`config.mk`:
```
export PLATFORM = sky130hd
export DESIGN_NAME = charram_fill_dma
export DESIGN_NICKNAME = d
export VERILOG_FILES = /design/src/rtl/charram_fill_dma.sv
export SDC_FILE = /design/constraint.sdc
export NUM_CORES = 1
export LEC_CHECK = 0
export BUFFER_PORTS_ARGS = -buffer_cell sky130_fd_sc_hd__buf_2
export CELL_PAD_IN_SITES_DETAIL_PLACEMENT = 0
export CELL_PAD_IN_SITES_GLOBAL_PLACEMENT = 1
export CORE_MARGIN = 2
export CORE_UTILIZATION = 38
export DETAILED_ROUTE_END_ITERATION = 10
export HOLD_SLACK_MARGIN = 0.1
export PLACE_DENSITY_LB_ADDON = 0.1
export REMOVE_ABC_BUFFERS = 1
export SETUP_SLACK_MARGIN = 0.3
export SLEW_MARGIN = 20
export SYNTH_ARGS = -nofsm -noshare
export SYNTH_HDL_FRONTEND = slang
export SYNTH_SLANG_ARGS = --single-unit
```
`constraint.sdc`:
```
create_clock -name clk_24 -period 1.7 [get_ports clk_24]
set_input_delay 0.255 -clock clk_24 [delete_from_list [all_inputs] [get_ports clk_24]]
set_output_delay 0.255 -clock clk_24 [all_outputs]
set_load 0.005 [all_outputs]
```
`src/rtl/charram_fill_dma.sv`:
```
`default_nettype none
// ============================================================================
// Module   : charram_fill_dma
// Purpose  : Fill engine and port-A arbiter for the character-map RAMs
//            (chram, fgcolram, bgcolram). The CPU programs start, length,
//            fill value and target mask, then the engine writes one byte per
//            clock into the selected RAMs in cycles the CPU leaves free.
// Ports    : clk_24/reset_n            clock, async active-low reset
//            reg_cs/reg_wr/reg_addr/   register window (8 registers)
//            reg_din/reg_dout
//            cpu_ram_cs/cpu_addr/      CPU side of the character RAMs
//            cpu_din/cpu_*_wr
//            ram_addr/ram_din/*_we     shared port A to the three RAMs
//            busy/done                 fill in progress / completion pulse
// Revision : 1.0 - initial release
// ============================================================================
module charram_fill_dma #(
    parameter int ADDR_W = 11,
    parameter int DATA_W = 8
) (
    input  logic              clk_24,
    input  logic              reset_n,
    input  logic              reg_cs,
    input  logic              reg_wr,
    input  logic [2:0]        reg_addr,
    input  logic [DATA_W-1:0] reg_din,
    output logic [DATA_W-1:0] reg_dout,
    input  logic              cpu_ram_cs,
    input  logic [ADDR_W-1:0] cpu_addr,
    input  logic [DATA_W-1:0] cpu_din,
    input  logic              cpu_chram_wr,
    input  logic              cpu_fgcol_wr,
    input  logic              cpu_bgcol_wr,
    output logic [ADDR_W-1:0] ram_addr,
    output logic [DATA_W-1:0] ram_din,
    output logic              chram_we,
    output logic              fgcol_we,
    output logic              bgcol_we,
    output logic              busy,
    output logic              done
);

    typedef enum logic [1:0] {
        ST_IDLE = 2'd0,
        ST_RUN  = 2'd1,
        ST_DONE = 2'd2
    } state_t;

    state_t            r_state;
    state_t            w_state_nxt;
    logic [ADDR_W-1:0] r_start;
    logic [ADDR_W-1:0] r_ptr;
    logic [11:0]       r_len;
    logic [11:0]       r_rem;
    logic [DATA_W-1:0] r_fill;
    logic [2:0]        r_mask;

    logic w_busy;
    logic w_reg_wr;
    logic w_ctrl_wr;
    logic w_abort;
    logic w_start;
    logic w_dma_wr;

    assign w_busy    = (r_state == ST_RUN);
    assign w_reg_wr  = reg_cs & reg_wr;
    assign w_ctrl_wr = w_reg_wr & (reg_addr == 3'd5);
    // Abort only has meaning during a fill; outside RUN the bit is ignored
    // but it still vetoes a start written in the same CTRL write.
    assign w_abort   = w_ctrl_wr & reg_din[6] & w_busy;
    assign w_start   = w_ctrl_wr & reg_din[7] & ~reg_din[6] & ~w_busy;
    // The abort cycle itself carries no DMA write so rem keeps the exact
    // count of bytes never written.
    assign w_dma_wr  = w_busy & ~cpu_ram_cs & ~w_abort;

    assign busy = w_busy;
    assign done = (r_state == ST_DONE);

    // ------------------------------------------------------------------
    // Register file, pointer and remaining counter
    // ------------------------------------------------------------------
    always_ff @(posedge clk_24 or negedge reset_n) begin
        if (!reset_n) begin
            r_start <= '0;
            r_len   <= '0;
            r_fill  <= '0;
            r_mask  <= '0;
            r_ptr   <= '0;
            r_rem   <= '0;
        end else begin
            // Configuration is frozen while a fill runs.
            if (w_reg_wr && !w_busy) begin
                case (reg_addr)
                    3'd0:    r_start[7:0]        <= reg_din[7:0];
                    3'd1:    r_start[ADDR_W-1:8] <= reg_din[ADDR_W-9:0];
                    3'd2:    r_len[7:0]          <= reg_din[7:0];
                    3'd3:    r_len[11:8]         <= reg_din[3:0];
                    3'd4:    r_fill              <= reg_din;
                    3'd5:    r_mask              <= reg_din[2:0];
                    default: ;
                endcase
            end
            if (w_start) begin
                r_ptr <= r_start;
                r_rem <= r_len;
            end else if (w_dma_wr) begin
                r_ptr <= r_ptr + ADDR_W'(1);
                r_rem <= r_rem - 12'd1;
            end
        end
    end

    always_ff @(posedge clk_24 or negedge reset_n) begin
        if (!reset_n) begin
            r_state <= ST_IDLE;
        end else begin
            r_state <= w_state_nxt;
        end
    end

    // ------------------------------------------------------------------
    // Next state and port-A arbitration
    // ------------------------------------------------------------------
    always_comb begin
        w_state_nxt = r_state;
        ram_addr    = cpu_addr;
        ram_din     = cpu_din;
        chram_we    = 1'b0;
        fgcol_we    = 1'b0;
        bgcol_we    = 1'b0;

        case (r_state)
            ST_IDLE, ST_DONE: begin
                w_state_nxt = ST_IDLE;
                if (w_start) begin
                    // Nothing to write: complete without ever going busy.
                    if (r_len == 12'd0 || reg_din[2:0] == 3'b000) begin
                        w_state_nxt = ST_DONE;
                    end else begin
                        w_state_nxt = ST_RUN;
                    end
                end
            end
            ST_RUN: begin
                if (w_abort || (w_dma_wr && r_rem == 12'd1)) begin
                    w_state_nxt = ST_DONE;
                end
            end
            default: w_state_nxt = ST_IDLE;
        endcase

        if (cpu_ram_cs) begin
            chram_we = cpu_chram_wr;
            fgcol_we = cpu_fgcol_wr;
            bgcol_we = cpu_bgcol_wr;
        end else if (w_dma_wr) begin
            ram_addr = r_ptr;
            ram_din  = r_fill;
            chram_we = r_mask[0];
            fgcol_we = r_mask[1];
            bgcol_we = r_mask[2];
        end
    end

    // ------------------------------------------------------------------
    // Register readback (combinational)
    // ------------------------------------------------------------------
    always_comb begin
        reg_dout = '0;
        case (reg_addr)
            3'd0:    reg_dout = DATA_W'(r_start[7:0]);
            3'd1:    reg_dout = DATA_W'(r_start[ADDR_W-1:8]);
            3'd2:    reg_dout = DATA_W'(r_len[7:0]);
            3'd3:    reg_dout = DATA_W'(r_len[11:8]);
            3'd4:    reg_dout = r_fill;
            3'd5:    reg_dout = DATA_W'({w_busy, 4'b0000, r_mask});
            3'd6:    reg_dout = DATA_W'(r_rem[7:0]);
            3'd7:    reg_dout = DATA_W'(r_rem[11:8]);
            default: reg_dout = '0;
        endcase
    end

endmodule
`default_nettype wire

```
After elaboration in Yosys (flattened, before gate mapping)
Cells that the tools add are included.
{"block": "word_totals", "regBits": 59, "latchBits": 0, "mem_bits_rw": 0, "romBits": 0, "inputBits": 38, "output_inout_bits": 32, "wordCells": 71, "mem_count": 0}
{"block": "op_classes", "addsub": 2, "mul": 0, "div": 0, "order_cmp": 0, "n_eq_ne": 11, "shift": 0, "mux": 19, "n_bitwise": 13, "reduce_logical": 17}
{"cell": "8-bit case mux with 8 select lines", "count": 1}
{"cell": "11-bit two-way mux", "count": 4}
{"cell": "12-bit two-way mux", "count": 2}
{"cell": "8-bit two-way mux", "count": 2}
{"cell": "12-bit by 1-bit equality test with 1-bit output (second input constant)", "count": 1}
{"cell": "3-bit equality test (second input constant)", "count": 4}
{"cell": "12-bit logical NOT", "count": 1}
{"cell": "2-bit AND reduction", "count": 6}
{"cell": "12-bit by 1-bit subtractor with 12-bit output (second input constant)", "count": 1}
{"cell": "11-bit by 1-bit adder with 11-bit output (second input constant)", "count": 1}
{"cell": "1-bit AND", "count": 9}
{"cell": "3-bit by 2-bit equality test with 1-bit output (second input constant)", "count": 2}
{"cell": "3-bit logical NOT", "count": 2}
{"cell": "1-bit two-way mux", "count": 6}
{"cell": "2-bit two-way mux", "count": 3}
{"cell": "1-bit inverter", "count": 4}
{"cell": "2-bit case mux with 2 select lines", "count": 1}
{"cell": "3-bit by 1-bit equality test with 1-bit output (second input constant)", "count": 1}
{"cell": "2-bit by 1-bit equality test with 1-bit output (second input constant)", "count": 1}
{"cell": "2-bit equality test (second input constant)", "count": 1}
{"cell": "1-bit logical AND", "count": 2}
{"cell": "2-bit logical NOT", "count": 1}
{"cell": "1-bit logical OR", "count": 2}
{"cell": "2-bit by 1-bit != test with 1-bit output (second input constant)", "count": 1}
{"cell": "other kinds (3)", "count": 3}

Longest topological paths before layout
{"block": "logic_depth", "word_depth": 10, "mapped_depth": 8, "ltp_nobuf": 6}

Worst setup path before layout
OpenSTA, ideal clock, no wires.
{"block": "synth_timing", "path_type": "reg2reg", "startpoint": "register r_rem[0]", "endpoint": "register r_rem[8]", "setup_ps": 82, "arrival_time_ps": 1745, "required_time_ps": 1618, "slack_ps": -127, "stages_incl_launch_ff": 6, "path_buffers": 0, "synth_period_minus_slack_ps": 1827, "cell_sequence": "dfrtp_1 -> inv_1 -> ha_1 -> or3b_2 -> or4_1 -> a31oi_1"}
{"block": "synth_via", "elab_chain_cells": 3}
{"element": "start, declared", "line_no": "54", "text": "logic [11:0] r_rem;"}
{"element": "start signal, assigned", "line_no": "105", "text": "r_rem <= r_len;"}
{"element": "start signal, assigned", "line_no": "108", "text": "r_rem <= r_rem - 12'd1;"}
{"element": "12-bit by 1-bit subtractor with 12-bit output", "line_no": "108"}
{"element": "12-bit two-way mux", "line_no": "106", "text": "end else if (w_dma_wr) begin"}
{"element": "12-bit two-way mux", "line_no": "103", "text": "if (w_start) begin"}
No other way between the ends. The select of a mux whose other input is x is not followed.
A chain may end at the register's enable or synchronous reset.

Worst setup path after layout
{"block": "layout_timing", "startpoint": "register r_state[1]", "endpoint": "output port ram_din[3]"}
{"block": "layout_via", "elab_chain_cells": 6, "elab_cells_between_ends": 7, "cone_classes": "1 x eq/ne; 2 x mux; 4 x bitwise"}
{"element": "start, declared", "line_no": "49", "text": "state_t r_state;"}
{"element": "start signal, assigned", "line_no": "117", "text": "r_state <= w_state_nxt;"}
{"element": "2-bit by 1-bit equality test with 1-bit output (*)", "line_no": "65", "text": "assign w_busy = (r_state == ST_RUN);"}
{"element": "1-bit AND", "line_no": "70", "text": "assign w_abort = w_ctrl_wr & reg_din[6] & w_busy;"}
{"element": "1-bit inverter", "line_no": "74", "text": "assign w_dma_wr = w_busy & ~cpu_ram_cs & ~w_abort;"}
{"element": "1-bit AND (*)", "line_no": "74"}
{"element": "8-bit two-way mux (*)", "line_no": "156", "text": "end else if (w_dma_wr) begin"}
{"element": "8-bit two-way mux (*)", "line_no": "152", "text": "if (cpu_ram_cs) begin"}
{"element": "end, declared", "line_no": "35", "text": "output logic [DATA_W-1:0] ram_din,"}
Mark *: on every way between the ends. The rest lies on a longest branch, timed or not.

==> flow_summary.json <==
{
  "status": "finished, violations left",
  "violations": "negative setup slack",
  "fin_crit_sh_pct": 115.8,
  "crit_type": "register to output pin",
  "cts_sinks": 59,
  "finalHoldViolations": 0,
  "fin_ws_ns": -0.2683,
  "ys_seq_area_share_pct": 40.48,
  "async_reset_ff_share_pct": 100.0,
  "hold_start": "reg_din[5]",
  "timing.rr.end": "r_ptr[6]",
  "area_delta_synth_final_pct": 60.75,
  "holdPathStages": 2,
  "r2r_slack_ns": -0.21,
  "min_to": "r_fill[5]",
  "drt-wirelength-per-cell_um": 19.00,
  "holdWs_ns": 0.1786,
  "finalSetupViolCount": 73,
  "period_needed_ns": 1.968,
  "drt_first_pass_iters": 4,
  "grt_max_degree": 60,
  "rsz0062_at_grt": "yes",
  "r2r_cells": 7,
  "synth_top_flop_cell": "dfrtp_1",
  "cts_tree": "done",
  "fin_cells": 694,
  "grt_pass1_vias": 3817,
  "r2r-start": "r_state[1]",
  "arrival_ns": 1.71,
  "vias_per_cell": 5.608,
  "grt_usage_pct": 26.13,
  "finalClockSkew_ns": 0.005797,
  "dieArea_mm2": 0.01040,
  "ys_ff_latch": 59,
  "syn_avg_cell_area_um2": 9.623,
  "gp_congestion": 0.8703,
  "layout_commonest_cell": "buf_4",
  "row_count": 35,
  "ys_types": 62,
  "hp-class": "input port to register",
  "grt_remaining_overflow": 0,
  "start_util_pct": 39.29,
  "numPortBuffers": 69,
  "die_y_um": 102.0,
  "routed_wl_mm": 13.18,
  "nets": 601,
  "root_buffer": "clkbuf_8",
  "n_antenna_cell": 0,
  "drt_iter0_markers": 222,
  "drc": 0,
  "fillers": 793,
  "core-area_mm2": 0.009284,
  "p_leak_nw": 2.743,
  "mappedNetlistArea_mm2": 0.003647,
  "vias": 3892,
  "die_w_um": 102.0,
  "required_ns": 1.44,
  "endpoint_kind": "output pin",
  "dp_hpwl_mm": 8.946,
  "drv_cap": 0,
  "antenna_found_initial": 0,
  "htreeDepth": 3,
  "peakVddDrop_v": 0.0005689,
  "grt_pass1_wl_mm": 20.49,
  "startpoint_type": "register",
  "mostFrequentLayoutCells": "buf_4 (70), buf_2 (67), nand2_1 (61)",
  "synth_edf_count": 0,
  "tightest_slew_ns": 0.3728,
  "cts_buffers": 9,
  "place_inst": 623,
  "maxSlewViolCount": 0,
  "post-route-util_pct": 63.15,
  "clk_latency_ns": 0.34,
  "clkTransAtPathRegs_ns": 0.07,
  "cp_max_fo": 8,
  "ctsLongestPathBuffers": 2,
  "p_per_area_mw_per_mm2": 1125,
  "netlist_instances": 379,
  "timing.fmax_mhz": 508.1,
  "io_pins": 70,
  "relSlewSlack_pct": 74.92,
  "ys_warn_count": 0,
  "drive_gt1_share_pct": 54.69,
  "ant_nets": 0
}
-- registers in the layout, summed over array words and instances, names as in the netlist --
signal	cells
r_state	2
r_ptr	11
r_rem	12
r_start	11
r_fill	8
r_mask	3
r_len	12
-- critical path, stage by stage (launching register included) --
cell     delay, ns
dfrtp_1       0.40
nor3b_2       0.19
buf_4         0.20
o21a_4        0.20
buf_6         0.17
nand2_1       0.06
nand2_1       0.05
buf_2         0.10
-- power by group --
group	switching (W)	leakage, nW	internal (W)
sequential	0.000414	0.735	0.00178
clock	0.000598	0.0991	0.000710
combinational	0.00136	1.91	0.00173
total	0.00237	2.74	0.00422
-- synth_stat cells (9+ instances only) --
master	number	area share (%)
mux2i_1	11	3.0
nor3_1	9	1.2
nand3_1	9	1.2
nor4_1	12	2.1
buf_2	11	1.5
inv_1	12	1.2
o21ai_0	14	1.9
nor2_1	13	1.3
mux2_2	36	11
dfrtp_1	59	40
nand2_1	70	7.2
-- per-stage QoR --
stage                     total power (W)  instance area, um^2  setup TNS, ns  setup slack, ns
final                            0.006595                 5863         -8.736          -0.2683
after global routing             0.006929                 5863         -14.46          -0.3438
after CTS                        0.006267                 5624         -7.669          -0.2653
after detailed placement         0.004066                 4602         -6.414          -0.2227
after global placement           0.004030                 4602         -4.827          -0.2547
after floorplan                  0.003048                 3531         -23.29          -0.7754
-- area by class of cell --
cell class | instances | area, um^2 | share of cell area [%]
multi-input cells | 287 | 2439 | 41.59
repair buffers | 191 | 1539 | 26.25
flip-flops and latches | 59 | 1478 | 25.20
well taps | 129 | 161.4 | 2.753
clock buffers | 11 | 141.4 | 2.411
clock inverters | 5 | 52.55 | 0.8963
inverters | 12 | 52.55 | 0.8963
-- repair_timing --
item | 4_1_cts | 5_1_grt
gates cloned | 2 | 0
hold buffers | 1 | 0
pin swaps | 30 | 19
buffers inserted | 41 | 11
setup endpoints to repair | 90 | 91
hold endpoints to repair | 59 | 0
gates resized for setup | 126 | 42
-- worst max path at each step --
| stage | start | endpoint | slack [ns] | depth (start not counted) |
|---|---|---|---|---|
| after detailed placement | r_rem[0] | r_rem[6] | -0.22 | 6 |
| after floorplan | reg_addr[1] | r_ptr[2] | -0.78 | 4 |
| after global placement | r_rem[0] | r_rem[6] | -0.25 | 6 |
| after CTS | r_state[1] | ram_din[3] | -0.27 | 7 |
| after global routing | r_state[1] | ram_din[3] | -0.34 | 7 |
| final | r_state[1] | ram_din[3] | -0.27 | 7 |
-- metal layers --
layer,routed length (um),part of all wire [%],GRT usage (%),up-vias
met5,0,0,0,-
met4,240,1.8,9.128,0
met3,761,5.8,4.925,19
met2,6196,47,41.65,155
met1,5985,45,35.78,1940
li1,-,-,-,1778
-- logic make-up after synthesis --
| logic type | after synthesis | share of synthesized area [%] |
|---|---|---|
| fa+ha+maj | 3 | 1.029 |
| flops | 59 | 40.48 |
| buf+inv | 33 | 4.425 |
| xor+xnor | 2 | 0.4804 |
| compound gates | 70 | 14.07 |
| simple gates | 161 | 23.12 |
| mux | 51 | 16.40 |
Power figures use the tool's default switching activity.
